$ cat src/rtl/cpu_pkg.sv
// Shared types and constants for the execute-issue stage.
// Holds the ALU opcode enum, the per-instruction issue entry and the operand
// resolve helper used ahead of the skid buffer.
package cpu_pkg;

  localparam int XLEN       = 32;
  localparam int REG_ADDR_W = 5;
  localparam int CTRL_W     = 3;

  typedef enum logic [CTRL_W-1:0] {
    ALU_ADD = 3'b000,
    ALU_SUB = 3'b001,
    ALU_AND = 3'b010,
    ALU_OR  = 3'b011,
    ALU_XOR = 3'b100
  } alu_op_t;

  typedef struct packed {
    logic [XLEN-1:0]       operand_a;
    logic [XLEN-1:0]       operand_b;
    logic [CTRL_W-1:0]     alu_ctrl;
    logic [REG_ADDR_W-1:0] rd_addr;
    logic                  reg_write;
  } issue_entry_t;

  // x0 always reads zero; EX forwarding wins over WB, which wins over the register file.
  function automatic logic [XLEN-1:0] resolve_src(
    input logic [REG_ADDR_W-1:0] addr,
    input logic [XLEN-1:0]       rf_data,
    input logic                  ex_valid,
    input logic [REG_ADDR_W-1:0] ex_rd,
    input logic [XLEN-1:0]       ex_data,
    input logic                  wb_valid,
    input logic [REG_ADDR_W-1:0] wb_rd,
    input logic [XLEN-1:0]       wb_data
  );
    logic [XLEN-1:0] src;
    if (addr == '0) begin
      src = '0;
    end else if (ex_valid && (ex_rd == addr)) begin
      src = ex_data;
    end else if (wb_valid && (wb_rd == addr)) begin
      src = wb_data;
    end else begin
      src = rf_data;
    end
    return src;
  endfunction

endpackage

$ cat src/rtl/issue_skid_buffer.sv
// Two-entry valid/ready buffer of issue entries with flush.
// The main entry drives the outputs; the skid entry absorbs one extra
// instruction so in_ready can come straight from a flop.
module issue_skid_buffer
  import cpu_pkg::*;
(
  input  logic         clk,
  input  logic         rst_n,
  input  logic         flush,
  input  logic         in_valid,
  output logic         in_ready,
  input  issue_entry_t in_data,
  output logic         out_valid,
  input  logic         out_ready,
  output issue_entry_t out_data
);

  logic         main_valid_q, main_valid_d;
  logic         skid_valid_q, skid_valid_d;
  logic         in_ready_q, in_ready_d;
  issue_entry_t main_q, main_d;
  issue_entry_t skid_q, skid_d;
  logic         in_fire;
  logic         out_fire;

  assign in_fire   = in_valid && in_ready_q;
  assign out_fire  = main_valid_q && out_ready;
  assign in_ready  = in_ready_q;
  assign out_valid = main_valid_q;
  assign out_data  = main_q;

  // Next-state for both entries: flush empties everything, otherwise keep strict FIFO order.
  always_comb begin
    main_valid_d = main_valid_q;
    skid_valid_d = skid_valid_q;
    main_d       = main_q;
    skid_d       = skid_q;
    if (flush) begin
      main_valid_d = 1'b0;
      skid_valid_d = 1'b0;
    end else if (out_fire) begin
      if (skid_valid_q) begin
        main_d       = skid_q;
        skid_valid_d = 1'b0;
      end else if (in_fire) begin
        main_d = in_data;
      end else begin
        main_valid_d = 1'b0;
      end
    end else if (in_fire) begin
      if (main_valid_q) begin
        skid_d       = in_data;
        skid_valid_d = 1'b1;
      end else begin
        main_d       = in_data;
        main_valid_d = 1'b1;
      end
    end
    in_ready_d = !(main_valid_d && skid_valid_d);
  end

  // Entry storage; reset clears data too so the ALU sees zeros straight away.
  always_ff @(posedge clk or negedge rst_n) begin
    if (!rst_n) begin
      main_valid_q <= 1'b0;
      skid_valid_q <= 1'b0;
      in_ready_q   <= 1'b1;
      main_q       <= '0;
      skid_q       <= '0;
    end else begin
      main_valid_q <= main_valid_d;
      skid_valid_q <= skid_valid_d;
      in_ready_q   <= in_ready_d;
      main_q       <= main_d;
      skid_q       <= skid_d;
    end
  end

endmodule

$ cat src/rtl/alu_issue_stage.sv
// Execute-issue stage ahead of the ALU.
// Resolves operands once at capture (forwarding and immediate select), then
// queues the result in a two-entry skid buffer and counts output stall cycles.
module alu_issue_stage
  import cpu_pkg::*;
(
  input  logic                  clk,
  input  logic                  rst_n,
  input  logic                  in_valid,
  output logic                  in_ready,
  input  logic [REG_ADDR_W-1:0] in_rs1_addr,
  input  logic [REG_ADDR_W-1:0] in_rs2_addr,
  input  logic [XLEN-1:0]       in_rs1_data,
  input  logic [XLEN-1:0]       in_rs2_data,
  input  logic [XLEN-1:0]       in_imm,
  input  logic                  in_use_imm,
  input  logic [CTRL_W-1:0]     in_alu_ctrl,
  input  logic [REG_ADDR_W-1:0] in_rd_addr,
  input  logic                  in_reg_write,
  input  logic                  ex_fwd_valid,
  input  logic [REG_ADDR_W-1:0] ex_fwd_rd,
  input  logic [XLEN-1:0]       ex_fwd_data,
  input  logic                  wb_fwd_valid,
  input  logic [REG_ADDR_W-1:0] wb_fwd_rd,
  input  logic [XLEN-1:0]       wb_fwd_data,
  input  logic                  flush,
  output logic                  out_valid,
  input  logic                  out_ready,
  output logic [XLEN-1:0]       operand_a,
  output logic [XLEN-1:0]       operand_b,
  output logic [CTRL_W-1:0]     alu_control,
  output logic [REG_ADDR_W-1:0] out_rd_addr,
  output logic                  out_reg_write,
  output logic [31:0]           stall_count
);

  issue_entry_t in_entry;
  issue_entry_t out_entry;
  logic [31:0]  stall_count_q, stall_count_d;

  // Build the entry from the decode inputs; held entries are never re-resolved.
  always_comb begin
    in_entry.operand_a = resolve_src(in_rs1_addr, in_rs1_data, ex_fwd_valid, ex_fwd_rd,
                                     ex_fwd_data, wb_fwd_valid, wb_fwd_rd, wb_fwd_data);
    in_entry.operand_b = in_use_imm ? in_imm
                       : resolve_src(in_rs2_addr, in_rs2_data, ex_fwd_valid, ex_fwd_rd,
                                     ex_fwd_data, wb_fwd_valid, wb_fwd_rd, wb_fwd_data);
    in_entry.alu_ctrl  = in_alu_ctrl;
    in_entry.rd_addr   = in_rd_addr;
    in_entry.reg_write = in_reg_write;
  end

  issue_skid_buffer u_skid (
    .clk       (clk),
    .rst_n     (rst_n),
    .flush     (flush),
    .in_valid  (in_valid),
    .in_ready  (in_ready),
    .in_data   (in_entry),
    .out_valid (out_valid),
    .out_ready (out_ready),
    .out_data  (out_entry)
  );

  assign operand_a     = out_entry.operand_a;
  assign operand_b     = out_entry.operand_b;
  assign alu_control   = out_entry.alu_ctrl;
  assign out_rd_addr   = out_entry.rd_addr;
  assign out_reg_write = out_entry.reg_write;
  assign stall_count   = stall_count_q;

  // Saturating count of cycles where the ALU holds back a valid instruction.
  always_comb begin
    stall_count_d = stall_count_q;
    if (out_valid && !out_ready && (stall_count_q != 32'hFFFF_FFFF)) begin
      stall_count_d = stall_count_q + 32'd1;
    end
  end

  // Stall counter register, cleared only by reset.
  always_ff @(posedge clk or negedge rst_n) begin
    if (!rst_n) begin
      stall_count_q <= '0;
    end else begin
      stall_count_q <= stall_count_d;
    end
  end

endmodule
$ cat config.mk
export PLATFORM = sky130hd
export DESIGN_NAME = alu_issue_stage
export DESIGN_NICKNAME = d
export VERILOG_FILES = /design/src/rtl/cpu_pkg.sv /design/src/rtl/issue_skid_buffer.sv /design/src/rtl/alu_issue_stage.sv
export SDC_FILE = /design/constraint.sdc
export NUM_CORES = 1
export LEC_CHECK = 0
export BUFFER_PORTS_ARGS = -buffer_cell sky130_fd_sc_hd__buf_2
export CORE_MARGIN = 2
export CORE_UTILIZATION = 53
export CTS_CLUSTER_SIZE = 16
export DETAILED_ROUTE_END_ITERATION = 12
export GPL_TIMING_DRIVEN = 0
export PLACE_DENSITY = 0.92
export SLEW_MARGIN = 40
export SYNTH_ARGS = -nofsm -noshare
export SYNTH_HDL_FRONTEND = slang
export SYNTH_SLANG_ARGS = --single-unit
$ cat constraint.sdc
create_clock -name clk -period 2.3 [get_ports clk]
set_input_delay 0 -clock clk [delete_from_list [all_inputs] [get_ports clk]]
set_output_delay 0 -clock clk [all_outputs]
set_load 0.01 [all_outputs]
==> impl_metrics.py <==
metrics = {
    "drt": {
        "drt_wl_total_um": 41320,
        "avgRoutedWirePerCell_um": 22.39,
        "post_drt_via_cell_ratio": 6.445,
        "route.detailed.drc": 0,
        "antenna_left": 0,
        "drtPass1Iterations": 6,
        "drtIter0Drc": 1497,
        "vias": 11900,
    },
    "power_and_ir_drop": {
        "power.density_nw_per_um2": 701.8,
        "p_comb_share_pct": 23.5,
        "p_int_uw": 6343,
        "swShare_pct": 32.86,
        "p_sw_uw": 3105,
        "p_leak_uw": 0.006146,
        "power_frac_seq_pct": 44.2,
        "clkPwrFrac_pct": 32.3,
        "peakVddDrop_v": 0.0004864,
    },
    "yosys": {
        "synth_mux_area_share_pct": 0.2157,
        "yosys_most_used_dff": "dfrtp_1",
        "synth_top_area_share_pct": 43.14,
        "synth_compound_area_share_pct": 26.74,
        "synth-edff-count": 0,
        "synth_seq_cells": 181,
        "yosysMostFrequentCell": "dfrtp_1",
        "synth_common_cells": "dfrtp_1, nand2_1, nor2_1",
        "async_flop_share_pct": 100.0,
        "synth_cells": 1191,
        "postSynthAreaPerCell_um2": 8.766,
        "synth-xor-area-share_pct": 4.111,
        "ys_seq_area_share_pct": 43.40,
        "synth.largest_area_cell": "dfrtp_1",
        "synth_nets": 1389,
        "synth_top_family_by_area": "compound AO/OA/AOI/OAI gates",
        "yosysWarnings": 0,
        "synthTopCellsByArea": "dfrtp_1, nand2_1, a21boi_0",
        "syn_area_um2": 10440,
        "synthAdderAreaFrac_pct": 0.1198,
        "yosys.area_share.simple_pct": 19.68,
        "synth_cell_type_count": 48,
    },
    "min_path": {
        "hp-class": "input port to register",
    },
    "final_layout": {
        "drive_gt1_share_pct": 25.97,
        "instances_no_fill": 1846,
        "finalNetCount": 1760,
        "fin_area_um2": 13460,
        "post-route-util_pct": 69.40,
        "area_growth_pct": 28.95,
    },
    "place": {
        "place_area_um2": 12350,
        "pre_cts_ws_ns": -0.08423,
        "dp_hpwl_um": 29530,
        "gp_congestion": 1.026,
        "io_buffers": 302,
        "placed_cells": 1760,
    },
    "critical_path": {
        "crit_path_end_kind": "register",
        "crit_path_start_kind": "register",
        "cp.arrival_ns": 2.47,
        "crit_required_ns": 2.59,
        "worstSetupPathType": "register to register",
        "cp_max_fo": 10,
    },
    "sta": {
        "timing.final.crit_period_ns": 2.174,
        "slew_headroom_pct": 47.98,
        "drv_slew": 0,
        "grt_setup_unrepaired": "yes",
        "period_share_pct": 94.54,
        "max_freq_ghz": 0.4599,
        "hold-worst-slack_ns": 0.009635,
        "fin_ws_ns": 0.1257,
        "setup_violations": 0,
        "finalHoldViolations": 0,
        "skew_ns": 0.01068,
        "tightest_slew_ns": 0.7745,
    },
    "global_routing": {
        "first_global_vias": 11480,
        "grt_overflow": 0,
        "antenna_found_initial": 5,
        "grt_max_degree": 74,
        "grt_pass1_wl_um": 62260,
        "grtUsageTotal_pct": 39.52,
    },
    "clocking": {
        "cts_tree": "yes",
        "clk_latency_ns": 0.45,
        "clock_path_buffers": 2,
        "htreeDepth": 4,
        "cts_root_buffer": "clkbuf_16",
        "clkSinkCount": 181,
        "clk_pin_slew_ns": 0.08,
        "cts_buffers": 17,
    },
    "floorplanning": {
        "start_util_pct": 53.82,
        "std_cell_rows": 51,
        "die_area_um2": 20840,
        "die_w_um": 144.4,
        "fp.dieH_um": 144.4,
        "core_area_um2": 19400,
        "io_pins": 304,
    },
    "outcome": {
        "status": "finished, final reports clean",
    },
    "run": {
        "maxCapViolations": 0,
    },
}
==> power by group through the flow <==
stage	clock network, uW	logic [uW]	registers [uW]
after global routing	3140	2420	4240
after CTS	3010	2150	4150
final	3050	2220	4180
after detailed placement	0	2070	4200
after floorplan	0	1020	4250
after global placement	0	1990	4180
==> metrics by stage <==
step,total power [uW],setup TNS (ns)
floorplan,5271,0
global placement,6170,-287.84
detailed placement,6269,-0.4629
CTS,9304,0
global route,9797,-0.2286
finish,9448,0
==> cell usage in the layout, fill, tap and decap left out, drive strengths merged, types with 2 or more instances in the layout <==
cell,n
inv,41
and4,2
or3,35
a41oi,32
nor2,85
mux2,2
nor2b,2
dlygate4sd3,47
bufinv,2
a31oi,74
xor2,18
nand2,131
clkbuf,106
diode,6
a21boi,65
nand3,52
clkinv,4
dfrtp,180
nor3,8
buf,327
a21oi,65
nor4,9
o31ai,64
and2,6
or4,3
o21ai,67
and3,66
o311ai,32
nand4,11
xnor2,31
==> worst paths after layout <==
path	startpoint	to	slack [ns]	cells past startpoint
max	u_skid.in_ready	u_skid.skid_q[33]	0.13	5
min	ex_fwd_data[31]	u_skid.skid_q[72]	0.01	5
max reg2reg	u_skid.in_ready	u_skid.skid_q[33]	0.13	5
min reg2reg	u_skid.skid_q[56]	u_skid.skid_q[56]	0.48	2
max in group asynchronous	rst_n	u_skid.out_data[53]	1.22	4
min in group asynchronous	rst_n	stall_count[29]	0.05	2
==> final cells by class <==
type / instances / area [um^2]
inverters: 35 / 131.4
clock inverters: 12 / 141.4
multi-input cells: 867 / 5323
well taps: 265 / 331.6
repair buffers: 352 / 2054
clock buffers: 20 / 446.7
flip-flops and latches: 181 / 4531
fillers: 1563 / 5936
diodes: 6 / 15.01
plain buffers: 108 / 489.2
==> cell families (layout without fill, tap and decap cells) <==
family,Yosys count,count (layout)
AOI/OAI and AO/OA,402,402
xor gates and xnor gates,49,49
adders and majority gates,1,1
buffers and inverters,143,527
DFF,181,181
muxes,2,2
other,0,6
and+or+nand+nor,413,413
==> worst max-delay path, cell delays in order (launching register included) <==
cell	delay, ns
dfstp_2	0.53
nand2_1	0.15
nor3_1	0.37
clkbuf_2	0.35
clkbuf_1	0.45
a31oi_1	0.16
==> state kept, by name (all words and copies together), names as in the netlist <==
register / flops
u_skid.out_data: 73
u_skid.skid_q: 73
stall_count: 32
u_skid.in_ready: 1
u_skid.out_valid: 1
u_skid.skid_valid_q: 1
==> metal layers <==
metal  part of all wire [%]  track usage [%]
met5                  0.027                0
met4                    6.4            22.53
met3                     10            8.874
met2                     46            61.89
met1                     37            50.69
==> repair_timing <==
item,in CTS,in global routing
buffers inserted,0,0
endpoints found under the setup margin,8,92
pin swaps,0,0
hold endpoints to repair,210,0
gates resized for setup,4,27
hold buffers,47,0
No activity file was read; power rests on OpenSTA's default activity.
